===== config.mk =====
export PLATFORM = sky130hd
export DESIGN_NAME = tenthirty_engine
export DESIGN_NICKNAME = d
export VERILOG_FILES = /design/src/rtl/tenthirty_engine.sv
export SDC_FILE = /design/constraint.sdc
export NUM_CORES = 1
export LEC_CHECK = 0
export BUFFER_PORTS_ARGS = -buffer_cell sky130_fd_sc_hd__buf_2
export CORE_UTILIZATION = 47
export DETAILED_ROUTE_END_ITERATION = 8
export PLACE_DENSITY = 0.68
export SLEW_MARGIN = 20
export SYNTH_ARGS = -nofsm -noshare
export SYNTH_HDL_FRONTEND = slang
export SYNTH_SLANG_ARGS = --single-unit

===== constraint.sdc =====
create_clock -name clk -period 2.5 [get_ports clk]
set_input_delay 0.375 -clock clk [delete_from_list [all_inputs] [get_ports clk]]
set_output_delay 0.375 -clock clk [all_outputs]
set_load 0.005 [all_outputs]

===== src/rtl/tenthirty_engine.sv =====
// Ten-and-a-half game engine: turn FSM, half-point scoring, bust/card-limit detection, round sequencing.
// Optional build macro AUTO_DEALER_EN: dealer draws on its own below DEALER_STAND instead of following buttons.
module tenthirty_engine #(
  parameter int unsigned MAX_CARDS    = 5,
  parameter int unsigned ROUNDS       = 4,
  parameter int unsigned LIMIT_HALF   = 21,
  parameter int unsigned DEALER_STAND = 14
) (
  input  logic                   clk,
  input  logic                   rst_n,
  input  logic                   tick,
  input  logic                   btn_hit,
  input  logic                   btn_stand,
  output logic                   card_req,
  input  logic                   card_vld,
  input  logic [3:0]             card_num,
  output logic [4*MAX_CARDS-1:0] hand_cards,
  output logic [3:0]             hand_cnt,
  output logic [6:0]             player_tot,
  output logic [6:0]             dealer_tot,
  output logic                   turn,
  output logic [2:0]             round_no,
  output logic [2:0]             state,
  output logic [2:0]             led
);

  localparam logic [6:0] LIMIT      = 7'(LIMIT_HALF);
  localparam logic [3:0] MAXC       = 4'(MAX_CARDS);
  localparam logic [2:0] LAST_ROUND = 3'(ROUNDS);

  if (MAX_CARDS < 2 || MAX_CARDS > 8 || ROUNDS < 1 || ROUNDS > 7 ||
      LIMIT_HALF > 100 || DEALER_STAND > 127) begin : g_param_check
    $error("tenthirty_engine: parameter out of range");
  end

  typedef enum logic [2:0] {
    IDLE    = 3'd0,
    DEAL_P  = 3'd1,
    PLAYER  = 3'd2,
    DEAL_D  = 3'd3,
    DEALER  = 3'd4,
    COMPARE = 3'd5,
    DONE    = 3'd6
  } state_e;

  state_e     st;
  logic       hit_q, stand_q;
  logic       hit_e, stand_e, accept;
  logic [6:0] card_pts;
  logic [3:0] card_code;
  logic       player_bust, dealer_bust;
  logic [2:0] dealer_verdict;

  // Button edges only matter on tick; stand is checked before hit everywhere.
  assign hit_e     = btn_hit & ~hit_q;
  assign stand_e   = btn_stand & ~stand_q;
  assign accept    = card_req & card_vld & (card_num != 4'd0);
  assign card_pts  = (card_num >= 4'd11) ? 7'd1 : {2'b00, card_num, 1'b0};
  assign card_code = (card_num >= 4'd11) ? 4'd11 : card_num;

  assign player_bust    = player_tot > LIMIT;
  assign dealer_bust    = dealer_tot > LIMIT;
  assign dealer_verdict = (dealer_bust || player_tot > dealer_tot) ? 3'b001 : 3'b010;
  assign state          = st;

  function automatic logic [6:0] add_sat(input logic [6:0] a, input logic [6:0] b);
    logic [7:0] s;
    s = {1'b0, a} + {1'b0, b};
    return s[7] ? 7'd127 : s[6:0];
  endfunction

  always_ff @(posedge clk or negedge rst_n) begin
    if (!rst_n) begin
      st         <= IDLE;
      hit_q      <= 1'b0;
      stand_q    <= 1'b0;
      card_req   <= 1'b0;
      hand_cards <= '0;
      hand_cnt   <= 4'd0;
      player_tot <= 7'd0;
      dealer_tot <= 7'd0;
      turn       <= 1'b0;
      round_no   <= 3'd0;
      led        <= 3'd0;
    end else begin
      if (tick) begin
        hit_q   <= btn_hit;
        stand_q <= btn_stand;
      end
      case (st)
        IDLE: if (tick && hit_e) begin
          st         <= DEAL_P;
          card_req   <= 1'b1;
          round_no   <= (round_no < LAST_ROUND) ? round_no + 3'd1 : round_no;
          player_tot <= 7'd0;
          dealer_tot <= 7'd0;
          hand_cards <= '0;
          hand_cnt   <= 4'd0;
          led        <= 3'd0;
          turn       <= 1'b0;
        end
        // Card intake runs every clock, independent of tick.
        DEAL_P, DEAL_D: if (accept) begin
          for (int unsigned i = 0; i < MAX_CARDS; i++)
            if (hand_cnt == 4'(i)) hand_cards[4*i +: 4] <= card_code;
          hand_cnt <= hand_cnt + 4'd1;
          card_req <= 1'b0;
          if (st == DEAL_P) begin
            player_tot <= add_sat(player_tot, card_pts);
            st         <= PLAYER;
          end else begin
            dealer_tot <= add_sat(dealer_tot, card_pts);
            st         <= DEALER;
          end
        end
        PLAYER: if (tick) begin
          if (player_bust) begin
            st  <= COMPARE;
            led <= 3'b010;
          end else if (stand_e || hand_cnt == MAXC) begin
            st         <= DEAL_D;
            card_req   <= 1'b1;
            hand_cards <= '0;
            hand_cnt   <= 4'd0;
            turn       <= 1'b1;
          end else if (hit_e) begin
            st       <= DEAL_P;
            card_req <= 1'b1;
          end
        end
        DEALER: if (tick) begin
`ifdef AUTO_DEALER_EN
          if (dealer_tot < 7'(DEALER_STAND) && hand_cnt < MAXC) begin
            st       <= DEAL_D;
            card_req <= 1'b1;
          end else begin
            st  <= COMPARE;
            led <= dealer_verdict;
          end
`else
          if (dealer_bust || stand_e || hand_cnt == MAXC) begin
            st  <= COMPARE;
            led <= dealer_verdict;
          end else if (hit_e) begin
            st       <= DEAL_D;
            card_req <= 1'b1;
          end
`endif
        end
        COMPARE: if (tick && stand_e) begin
          if (round_no == LAST_ROUND) begin
            st  <= DONE;
            led <= 3'b100;
          end else begin
            st  <= IDLE;
            led <= 3'b000;
          end
        end
        DONE: st <= DONE;
        default: st <= IDLE;
      endcase
    end
  end

endmodule


-- Word-level counts from Yosys, hierarchy flattened
Index checks and enable logic that the tools add are counted.
- flip-flop bits (word level): 51
- output and inout port bits: 49
- logic and storage cells: 153
- add/subtract/negate cells: 4
- magnitude comparators: 5
- equality and inequality tests: 31
- multiplexer cells: 64
- bitwise gates (word level): 6
- reductions and logical operators: 28
- operator list (operator ; count):
    two-way mux 20 bit ; 5
    one-hot mux 20 bit (3 select lines) ; 1
    two-way mux 3 bit ; 19
    AND reduction 7 bit ; 8
    two-way mux 7 bit ; 7
    two-way mux 4 bit ; 11
    inequality test 2 bit, second input constant ; 17
    one-hot mux 7 bit (2 select lines) ; 2
    one-hot mux 3 bit (6 select lines) ; 1
    adder 7 x 5 -> 8 bit ; 2
    > comparator 7 x 5 -> 1 bit, second input constant ; 2
    == test 3 bit, second input constant ; 4
    two-way mux 1 bit ; 12
    one-hot mux 3 bit (4 select lines) ; 1
    one-hot mux 4 bit (3 select lines) ; 1
    nonzero test 4 bit ; 3
    == test 4 x 2 -> 1 bit, second input constant ; 2
    == test 4 x 3 -> 1 bit, second input constant ; 2
    AND reduction 4 bit ; 2
    > comparator 7 bit ; 1
    == test 3 x 2 -> 1 bit, second input constant ; 2
    AND reduction 6 bit ; 1
    two-way mux 5 bit ; 1
    AND reduction 5 bit ; 1
    21 further kinds ; 30

-- Logic depth before layout (Yosys ltp)
Gate-level depths: netlist of run 1.
- depth in word-level cells: 7
- gate-level depth with buffers: 10

-- Worst setup path after synthesis of run 1
Ideal clock, no wire load.
- path kind: in2reg
- from: input card_num[2]
- to: register dealer_tot[4]
- setup time: 0.072 ns
- arrival time: 2.123 ns
- setup slack: 0.304 ns
- stages: 10
- cells stage by stage: buf_4 > o21ai_0 > nand2_1 > xnor2_1 > ha_1 > a21o_1 > a32oi_1 > a21oi_1 > or4_1 > nand4_1
- word-level cells in the longest chain between the ends: 7
- elaborated cells between the ends (all ways): 11
- those cells by class: add/sub (1); order compare (1); eq/ne (1); mux (5); bitwise (1); reduce/logical (2)
- ends and longest elaborated chain (element ; RTL line ; text):
    from (decl) ; 16 ; input logic [3:0] card_num,
    greater-or-equal comparator 4 bit ; 58 ; assign card_pts = (card_num >= 4'd11) ? 7'd1 : {2'b00, card_num, 1'b0};
    two-way mux 5 bit ; 58 ;
    adder 7 x 5 -> 8 bit ; 68 ; s = {1'b0, a} + {1'b0, b};
    two-way mux 7 bit ; 69 ; return s[7] ? 7'd127 : s[6:0];
    two-way mux 7 bit ; 108 ; if (st == DEAL_P) begin
    two-way mux 7 bit ; 103 ; DEAL_P, DEAL_D: if (accept) begin
    one-hot mux 7 bit (2 select lines) ; 90 ; case (st)
    to (signal assigned) ; 112 ; dealer_tot <= add_sat(dealer_tot, card_pts);
    to (decl) ; 20 ; output logic [6:0] dealer_tot,
Several ways; a longest one is shown, not always the timed one. The select of a mux whose other input is x is not followed.
A chain may end at the register's enable or synchronous reset.

-- Worst setup path after layout of run 1
- from: register st[0], in the netlist state[0]
- to: register dealer_tot[6]
- word-level cells in the longest chain between the ends: 4
- elaborated cells between the ends (all ways): 10
- those cells by class: eq/ne (5); mux (1); reduce/logical (4)
- ends and longest elaborated chain (element ; RTL line ; text):
    from (decl) ; 46 ; state_e st;
    from (signal assigned) ; 74 ; st <= IDLE;
    from (signal assigned) ; 92 ; st <= DEAL_P;
    from (signal assigned) ; 110 ; st <= PLAYER;
    == test 3 x 1 -> 1 bit / == test 3 x 2 -> 1 bit (equally long branches) ; 90, 108 ;
    OR reduction 2 bit ; 90 ;
    inequality test 2 bit (no line) / nonzero test 2 bit (equally long branches) ; - ;
    AND reduction 4 bit (no line) ; - ;
Several ways; a longest one is shown, not always the timed one.

==> flow_summary.toml, run 1 <==
[die]
start_util_pct = 49.4
io_pins = 59
row_count = 30
die-area_sq_mm = 0.00756
fp.dieH_um = 87.0
coreArea_sq_mm = 0.00687
die_w_um = 87.0

[timing]
clock.fmax_mhz = 450
setup_ws_ns = 0.279
slew-limit-headroom_pct = 41.3
fin_crit_ns = 2.22
fin_setup_tns_ns = 0
rsz0062_at_grt = "false"
tightest_slew_ns = 0.874
fin_skew_ns = 0.0116
hold_violations = 0
setup-violations-final = 0
drv_slew = 0
fin_crit_sh_pct = 88.9

[power_and_ir_drop]
power.leakage_nw = 1.91
pwr-share-seq_pct = 32.3
power_frac_clock_pct = 11.8
combinationalPowerShare_pct = 55.9
swShare_pct = 44.0
finalPower_mw = 4.37
power.internal_mw = 2.44
ir_drop_mv = 0.672
powerDensity_mw_per_mm2 = 1100
power.switching_mw = 1.92

[cells_and_area]
drive_above_1_share_pct = 27.4
fillers = 641
nets = 469
seq_area_sq_mm = 0.00128
areaGrowthSynthToFinish_pct = 16.6
final_cell_mix = "58 x buf_2, 51 x dfrtp_1, 44 x nand2_1"
fin_cells = 537
utilization_pct = 57.6
layout_commonest_cell = "buf_2"
multiInputGateArea_sq_mm = 0.00196
diodes = 0

[worst_setup_path]
r2r_start = "state[0]$_DFFE_PN0P_"
slowest_stage = "nor3_1"
cpMostUsedCell = "nor3_1"
end_kind = "flop"
required_ns = 2.71
cp_top_family = "simple AND/OR/NAND/NOR gates"
cpPeakStageDelay_ns = 0.78
worstPathArrival_ns = 2.43
crit_buf_inv = 0
regToRegEndpoint = "dealer_tot[6]$_DFFE_PN0P_"
critPathMaxFanout = 12
path_class = "reg -> reg"
crit_path_start_kind = "flop"
rrSetupSlack_ns = 0.28
cp_cell_sequence = "nand2b_1 > nor3_1 > a41oi_1 > nor3_1"
r2r_cells = 4

[drt]
first_iter_violations = 272
drc = 0
antenna_left = 0
top_layer_used = "met4"
drt-total-wl_mm = 8.32
post_drt_via_cell_ratio = 5.62
wl_met3_um = 584
detail_route.wl_per_cell_um = 15.5
drt_pass1_iterations = 4
num_vias = 3018
wl_met2_mm = 3.61
drt-met1-wl_mm = 4.00

[global_routing]
grt.total_usage_pct = 23.5
overflow = 0
antenna_found_initial = 0
grt_pass1_vias = 2741
grt_max_degree = 35
grt_pass1_wl_mm = 13.8

[hold_path]
min_to = "stand_q$_DFFE_PN0P_"
hp-class = "in -> reg"
hold_path_startpoint = "btn_stand"
whs_path_depth = 2

[place]
port_buffers = 58
hpwlAfterDp_mm = 6.38
dp_cells = 528
gp_congestion = 1.04
dp_slack_ns = 0.0773

[logic_synthesis]
postSynth.asyncResetShare_pct = 100
synth_cells = 373
syn_area_sq_mm = 0.00339
synth-main-ff-cell = "dfrtp_1"
synth.distinct_cells = 63
ys.warnings.count = 0
yosysSeqAreaShare_pct = 37.6
synth.ff_latch_count = 51
syn_nets = 402
avgSynthCellArea_sq_um = 9.10
synth_edf_count = 0

[clock_network]
postCtsSetupBuffers = 0
htreeDepth = 2
cts_resized = 0
cts_max_path_buffers = 2
cts_tree = "yes"
insertion_delay_ns = 0.31
cts_inserted_buffers = 5
cts_sinks = 51
cts_hold_buf = 1
cts-root-buf = "clkbuf_8"
path_clk_slew_ns = 0.10

[flow_run]
maxCapViolCount = 0

[outcome]
status = "completed"
[per-stage QoR]
stage	hold slack, ns	instance area (sq um)
global route	0.307	3960
global placement	0.325	3850
detailed placement	0.328	3850
floorplan	0.0794	3390
CTS	0.300	3960
finish	0.307	3960
[registers in the layout, summed over array words and instances (netlist names), 3 cells and up]
register and count:
round_no 3, player_tot 7, dealer_tot 7, hand_cnt 4
state 3, hand_cards 20, led 3
[per-layer routing]
| layer | up-vias | track usage (%) |
|---|---|---|
| met2 | 106 | 35.4 |
| met3 | 13 | 4.08 |
| li1 | 1487 | - |
| met1 | 1412 | 34.9 |
| met5 | - | 0 |
| met4 | 0 | 5.61 |
[worst register-to-register path, cell delays in order, from the launching register on]
cell      delay, ns
dfrtp_1        0.58
nand2b_1       0.29
nor3_1         0.78
a41oi_1        0.23
nor3_1         0.25
[cell usage after synthesis, types with 3 or more instances]
library cell | number | area share, %
dfrtp_1 | 51 | 38
nand2_1 | 44 | 4.9
a21oi_1 | 25 | 3.7
mux2_2 | 25 | 8.3
nor2_1 | 25 | 2.8
o21ai_0 | 22 | 3.2
inv_1 | 21 | 2.3
ha_1 | 19 | 7.0
nor3_1 | 11 | 1.6
nand3_1 | 10 | 1.5
clkbuf_1 | 8 | 0.88
nand2b_1 | 7 | 1.3
a21o_1 | 6 | 1.3
a31oi_1 | 6 | 1.1
and3_1 | 5 | 0.92
nor2b_1 | 5 | 0.92
xnor2_1 | 5 | 1.3
a211oi_1 | 4 | 0.88
and2_1 | 4 | 0.74
buf_2 | 4 | 0.59
buf_4 | 3 | 0.66
nand4_1 | 3 | 0.55
nor2_4 | 3 | 1.0
o22ai_1 | 3 | 0.55
[logic make-up after synthesis]
family	count (synthesis)	synth area share, %
AO/OA/AOI/OAI	103	21.2
XOR/XNOR	7	1.81
adder cells (fa/ha/maj)	19	7.01
buffers and inverters	37	4.57
flip-flops	51	37.6
multiplexers	25	8.30
AND/OR/NAND/NOR	131	19.5
[worst max path at each step]
stage                                      end               startpoint  cells after the start  slack (ns)
global route         dealer_tot[6]$_DFFE_PN0P_     state[0]$_DFFE_PN0P_                      4        0.04
global placement     player_tot[2]$_DFFE_PN0P_              card_num[1]                     10        0.16
detailed placement   player_tot[2]$_DFFE_PN0P_              card_num[1]                     10        0.08
CTS                 hand_cards[13]$_DFFE_PN0P_  hand_cnt[1]$_DFFE_PN0P_                      7        0.27
floorplan            dealer_tot[4]$_DFFE_PN0P_              card_num[2]                     10        0.30
finish               dealer_tot[6]$_DFFE_PN0P_     state[0]$_DFFE_PN0P_                      4        0.28
[power groups by stage]
stage                     registers [mW]  logic, mW  clock network, mW
after floorplan                     1.40       1.64                  0
after CTS                           1.41       2.44              0.530
after detailed placement            1.42       2.43                  0
final                               1.41       2.44              0.513
after global routing                1.46       2.71              0.559
after global placement              1.42       2.38                  0
[final cells by class]
class | instances | area share [%]
clock inverter | 3 | 0.696
sequential | 51 | 32.2
inverter | 22 | 2.09
clock buffer | 5 | 1.74
timing repair buffer | 75 | 10.6
multi-input combinational | 285 | 49.6
tap | 96 | 3.04
Power figures use the tool's default switching activity.
==> run 2: changes to the inputs <==
--- a/config.mk
+++ b/config.mk
@@ -6,9 +6,11 @@
 export NUM_CORES = 1
 export LEC_CHECK = 0
 export BUFFER_PORTS_ARGS = -buffer_cell sky130_fd_sc_hd__buf_2
-export CORE_UTILIZATION = 47
+export CAP_MARGIN = 40
+export CORE_UTILIZATION = 30
+export CTS_BUF_LIST = sky130_fd_sc_hd__clkbuf_4
 export DETAILED_ROUTE_END_ITERATION = 8
-export PLACE_DENSITY = 0.68
+export PLACE_DENSITY = 0.47
 export SLEW_MARGIN = 20
 export SYNTH_ARGS = -nofsm -noshare
 export SYNTH_HDL_FRONTEND = slang
==> flow_summary.toml, run 2 (same netlist as run 1, synthesis figures left out) <==
[power_and_ir_drop]
power.switching_mw = 1.97
power.internal_mw = 2.41
pwr-share-seq_pct = 31.7
swShare_pct = 45.1
powerDensity_mw_per_mm2 = 1080
combinationalPowerShare_pct = 58.3
power_frac_clock_pct = 10.0
ir_drop_mv = 0.428
finalPower_mw = 4.38
power.leakage_nw = 1.94

[worst_setup_path]
crit_path_start_kind = "flop"
worstPathArrival_ns = 2.52
r2r_start = "hand_cnt[1]$_DFFE_PN0P_"
rrSetupSlack_ns = 0.29
end_kind = "flop"
r2r_cells = 7
regToRegEndpoint = "hand_cards[4]$_DFFE_PN0P_"
required_ns = 2.81
setup.worst_path.start = "hand_cnt[1]$_DFFE_PN0P_"
crit_end = "hand_cards[4]$_DFFE_PN0P_"
path_class = "reg -> reg"
critPathMaxFanout = 9

[global_routing]
antenna_found_initial = 0
grt.total_usage_pct = 17.3
grt_pass1_vias = 2868
grt_pass1_wl_mm = 15.5
grt_max_degree = 28
overflow = 0

[drt]
first_iter_violations = 223
detail_route.wl_per_cell_um = 16.4
drc = 0
drt-total-wl_mm = 9.64
num_vias = 3038
post_drt_via_cell_ratio = 5.17
antenna_left = 0
drt_pass1_iterations = 4

[clock_network]
insertion_delay_ns = 0.40
cts_max_path_buffers = 2
cts_hold_buf = 0
path_clk_slew_ns = 0.17
cts-root-buf = "clkbuf_4"
cts_inserted_buffers = 5
cts_sinks = 51
postCtsSetupBuffers = 0
cts_tree = "yes"
htreeDepth = 2
cts_resized = 0

[die]
fp.dieH_um = 108
row_count = 38
die_w_um = 108
io_pins = 59
start_util_pct = 31.0
die-area_sq_mm = 0.0117
coreArea_sq_mm = 0.0109

[timing]
setup_ws_ns = 0.285
drv_slew = 0
fin_skew_ns = 0.00784
fin_crit_sh_pct = 88.6
tightest_slew_ns = 0.701
clock.fmax_mhz = 451
fin_crit_ns = 2.21
setup-violations-final = 0
fin_setup_tns_ns = 0
hold_violations = 7
slew-limit-headroom_pct = 53.3
holdWs_ns = -0.00605
rsz0062_at_grt = "false"

[cells_and_area]
areaGrowthSynthToFinish_pct = 19.4
final_cell_mix = "60 x buf_2, 51 x dfrtp_1, 44 x nand2_1"
top_register = "hand_cards"
layout_commonest_cell = "buf_2"
largestRegisters = "hand_cards x20, dealer_tot x7, player_tot x7"
drive_above_1_share_pct = 28.8
nets = 476
largest_reg_flops = 20
diodes = 0

[place]
hpwlAfterDp_mm = 7.46
gp_congestion = 0.847
dp_slack_ns = 0.0426
port_buffers = 58

[outcome]
status = "complete, but fails checks"
violations = "hold timing"

[hold_path]
hp-class = "in -> async"

[flow_run]
maxCapViolCount = 0
## run 2: changes by cell type in the layout (fill, tap and decap cells not counted)
cell / delta
clkbuf_4: +5
clkbuf_8: -5
buf_4: +4
buf_12: +2
buf_2: +2
clkinv_4: +1
clkinvlp_4: -1
dlygate4sd3_1: -1
## run 2: cell type report
class	instances	area, sq um
fill	1159	6880
clock buffer	5	37.5
clock inverter	3	28.8
inverter	22	82.6
timing repair buffer	82	490
sequential	51	1280
multi-input combinational	285	1960
tap	140	175
## run 2: stage by stage
| step | cells | util [%] | instance area (sq um) |
|---|---|---|---|
| 3_5_place_dp | 580 | 36.5 | 3990 |
| 5_1_grt | 588 | 37.1 | 4050 |
| 2_1_floorplan | 373 | - | 3390 |
| 6_report | 588 | 37.1 | 4050 |
| 3_3_place_gp | 578 | 36.4 | 3980 |
| 4_1_cts | 588 | 37.1 | 4050 |
## run 2: power groups by stage
stage	logic (mW)	clock network, mW	registers [mW]
finish	2.55	0.438	1.39
CTS	2.59	0.458	1.39
global placement	2.55	0	1.41
detailed placement	2.58	0	1.41
global route	2.86	0.490	1.44
floorplan	1.64	0	1.40
## run 2: worst max-delay path, stage by stage, from the launching register on
cell	delay, ns
dfrtp_1	0.47
inv_1	0.09
ha_1	0.23
a31o_2	0.32
and3_1	0.21
o21ai_4	0.40
nor2_4	0.11
mux2_2	0.29
## run 2: how the worst min path moves through the flow
| stage | depth (start not counted) | to | start |
|---|---|---|---|
| after global placement | 1 | player_tot[3]$_DFFE_PN0P_ | rst_n |
| after CTS | 1 | hand_cards[17]$_DFFE_PN0P_ | rst_n |
| after detailed placement | 1 | player_tot[3]$_DFFE_PN0P_ | rst_n |
| final | 1 | player_tot[3]$_DFFE_PN0P_ | rst_n |
| after floorplan | 0 | card_req$_DFFE_PN0P_ | rst_n |
| after global routing | 1 | hand_cards[19]$_DFFE_PN0P_ | rst_n |
## run 2: per-layer routing
metal,wire length (um),part of all wire [%],vias to the layer above,global-route usage [%]
li1,-,-,1501,-
met1,4740,49,1455,25.2
met2,4300,45,77,26.3
met3,500,5.2,5,3.25
met4,98,1.0,0,4.25
met5,0,0,-,0
==> run 3: changes to the inputs <==
--- a/config.mk
+++ b/config.mk
@@ -10,7 +10,6 @@
 export CORE_UTILIZATION = 30
 export CTS_BUF_LIST = sky130_fd_sc_hd__clkbuf_4
 export DETAILED_ROUTE_END_ITERATION = 8
-export PLACE_DENSITY = 0.47
 export SLEW_MARGIN = 20
 export SYNTH_ARGS = -nofsm -noshare
 export SYNTH_HDL_FRONTEND = slang
==> flow_summary.toml, run 3 (same netlist as run 1, synthesis figures left out) <==
[outcome]
status = "complete, but fails checks"
violations = "hold timing"

[timing]
slew-limit-headroom_pct = 57.3
rsz0062_at_grt = "false"
tightest_slew_ns = 0.640
drv_slew = 0
fin_skew_ns = 0.00764
holdWs_ns = -0.0153
hold_violations = 24
setup-violations-final = 0
fin_crit_sh_pct = 88.9
setup_ws_ns = 0.277
fin_setup_tns_ns = 0
fin_crit_ns = 2.22
clock.fmax_mhz = 450

[clock_network]
insertion_delay_ns = 0.38
cts_sinks = 51
postCtsSetupBuffers = 0
cts_tree = "yes"
path_clk_slew_ns = 0.17
cts_max_path_buffers = 2
cts_inserted_buffers = 5
htreeDepth = 2
cts_resized = 0
cts-root-buf = "clkbuf_4"
cts_hold_buf = 0

[worst_setup_path]
required_ns = 2.79
slowest_stage = "dfrtp_1"
crit_buf_inv = 1
critPathMaxFanout = 9
crit_path_start_kind = "flop"
cpPeakStageDelay_ns = 0.48
cp_top_family = "compound AO/OA/AOI/OAI gates"
cp_cell_sequence = "inv_1 > ha_1 > a31o_2 > and3_1 > o21ai_4 > nor2_4 > mux2_2"
worstPathArrival_ns = 2.51
setup.worst_path.start = "hand_cnt[1]$_DFFE_PN0P_"
r2r_start = "hand_cnt[1]$_DFFE_PN0P_"
end_kind = "flop"
path_class = "reg -> reg"

[global_routing]
grt_max_degree = 28
grt.total_usage_pct = 16.7
grt_pass1_wl_mm = 15.3
antenna_found_initial = 1
overflow = 0
grt_pass1_vias = 2974

[power_and_ir_drop]
ir_drop_mv = 0.400
powerDensity_mw_per_mm2 = 1070
power.leakage_nw = 1.92
finalPower_mw = 4.30

[drt]
antenna_left = 0
num_vias = 3064
detail_route.wl_per_cell_um = 15.7
post_drt_via_cell_ratio = 5.23
first_iter_violations = 171
drt_pass1_iterations = 4
drt-total-wl_mm = 9.21
drc = 0

[die]
coreArea_sq_mm = 0.0109
io_pins = 59
die-area_sq_mm = 0.0117
fp.dieH_um = 108
die_w_um = 108
row_count = 38
start_util_pct = 31.0

[flow_run]
maxCapViolCount = 0

[cells_and_area]
final_cell_mix = "60 x buf_2, 51 x dfrtp_1, 44 x nand2_1"
fin_cells = 586
top_register = "hand_cards"
nets = 473
drive_above_1_share_pct = 28.3
areaGrowthSynthToFinish_pct = 18.1
utilization_pct = 36.6
largestRegisters = "hand_cards x20, dealer_tot x7, player_tot x7"
layout_commonest_cell = "buf_2"
largest_reg_flops = 20

[hold_path]
hp-class = "in -> async"

[place]
gp_congestion = 0.920
dp_cells = 577
port_buffers = 58
hpwlAfterDp_mm = 7.18
dp_slack_ns = 0.0111
-- run 3: metrics by stage --
| step | instance area [sq um] | hold slack, ns |
|---|---|---|
| floorplan | 3390 | 0.0794 |
| global placement | 3930 | 0.443 |
| detailed placement | 3940 | 0.449 |
| CTS | 4010 | 0.00279 |
| global route | 4010 | 0.00154 |
| finish | 4010 | -0.0153 |
-- run 3: path summary, 6_finish.rpt --
check | end | slack, ns | depth (start not counted)
worst max-delay path | hand_cards[10]$_DFFE_PN0P_ | 0.28 | 7
worst min-delay path | dealer_tot[0]$_DFFE_PN0P_ | -0.02 | 1
worst max register to register | hand_cards[10]$_DFFE_PN0P_ | 0.28 | 7
worst min register to register | hand_cards[14]$_DFFE_PN0P_ | 0.53 | 1
max in group asynchronous | player_tot[0]$_DFFE_PN0P_ | 1.85 | 2
min in group clk | stand_q$_DFFE_PN0P_ | 0.22 | 2
-- run 3: routing by layer --
layer / part of all wire, % / up-vias / global-route usage [%] / wire [um]
met1: 49 / 1477 / 23.5 / 4540
met4: 1.8 / 0 / 5.79 / 163
met2: 44 / 81 / 26.1 / 4080
met3: 4.6 / 11 / 2.53 / 428
met5: 0 / - / 0 / 0
li1: - / 1495 / - / -
-- run 3: where the power goes --
group,switching (mW),total (mW),leakage [nW],internal (mW)
sequential,0.335,1.46,0.656,1.12
clock,0.302,0.423,0.0373,0.121
combinational,1.31,2.42,1.22,1.11
-- run 3: worst register-to-register path, delay by kind of cell (launching register included) --
kind	cells	cell delay (ns)
and+or+nand+nor	2	0.33
buffers and inverters	1	0.09
muxes	1	0.29
adders and majority gates	1	0.22
DFF	1	0.48
AOI/OAI and AO/OA	2	0.72
-- run 3: cell type report --
class | instances | area [sq um]
fill | 1154 | 6930
inverter | 22 | 82.6
antenna | 1 | 2.50
sequential | 51 | 1280
timing repair buffer | 79 | 443
clock inverter | 3 | 28.8
clock buffer | 5 | 37.5
multi-input combinational | 285 | 1960
tap | 140 | 175
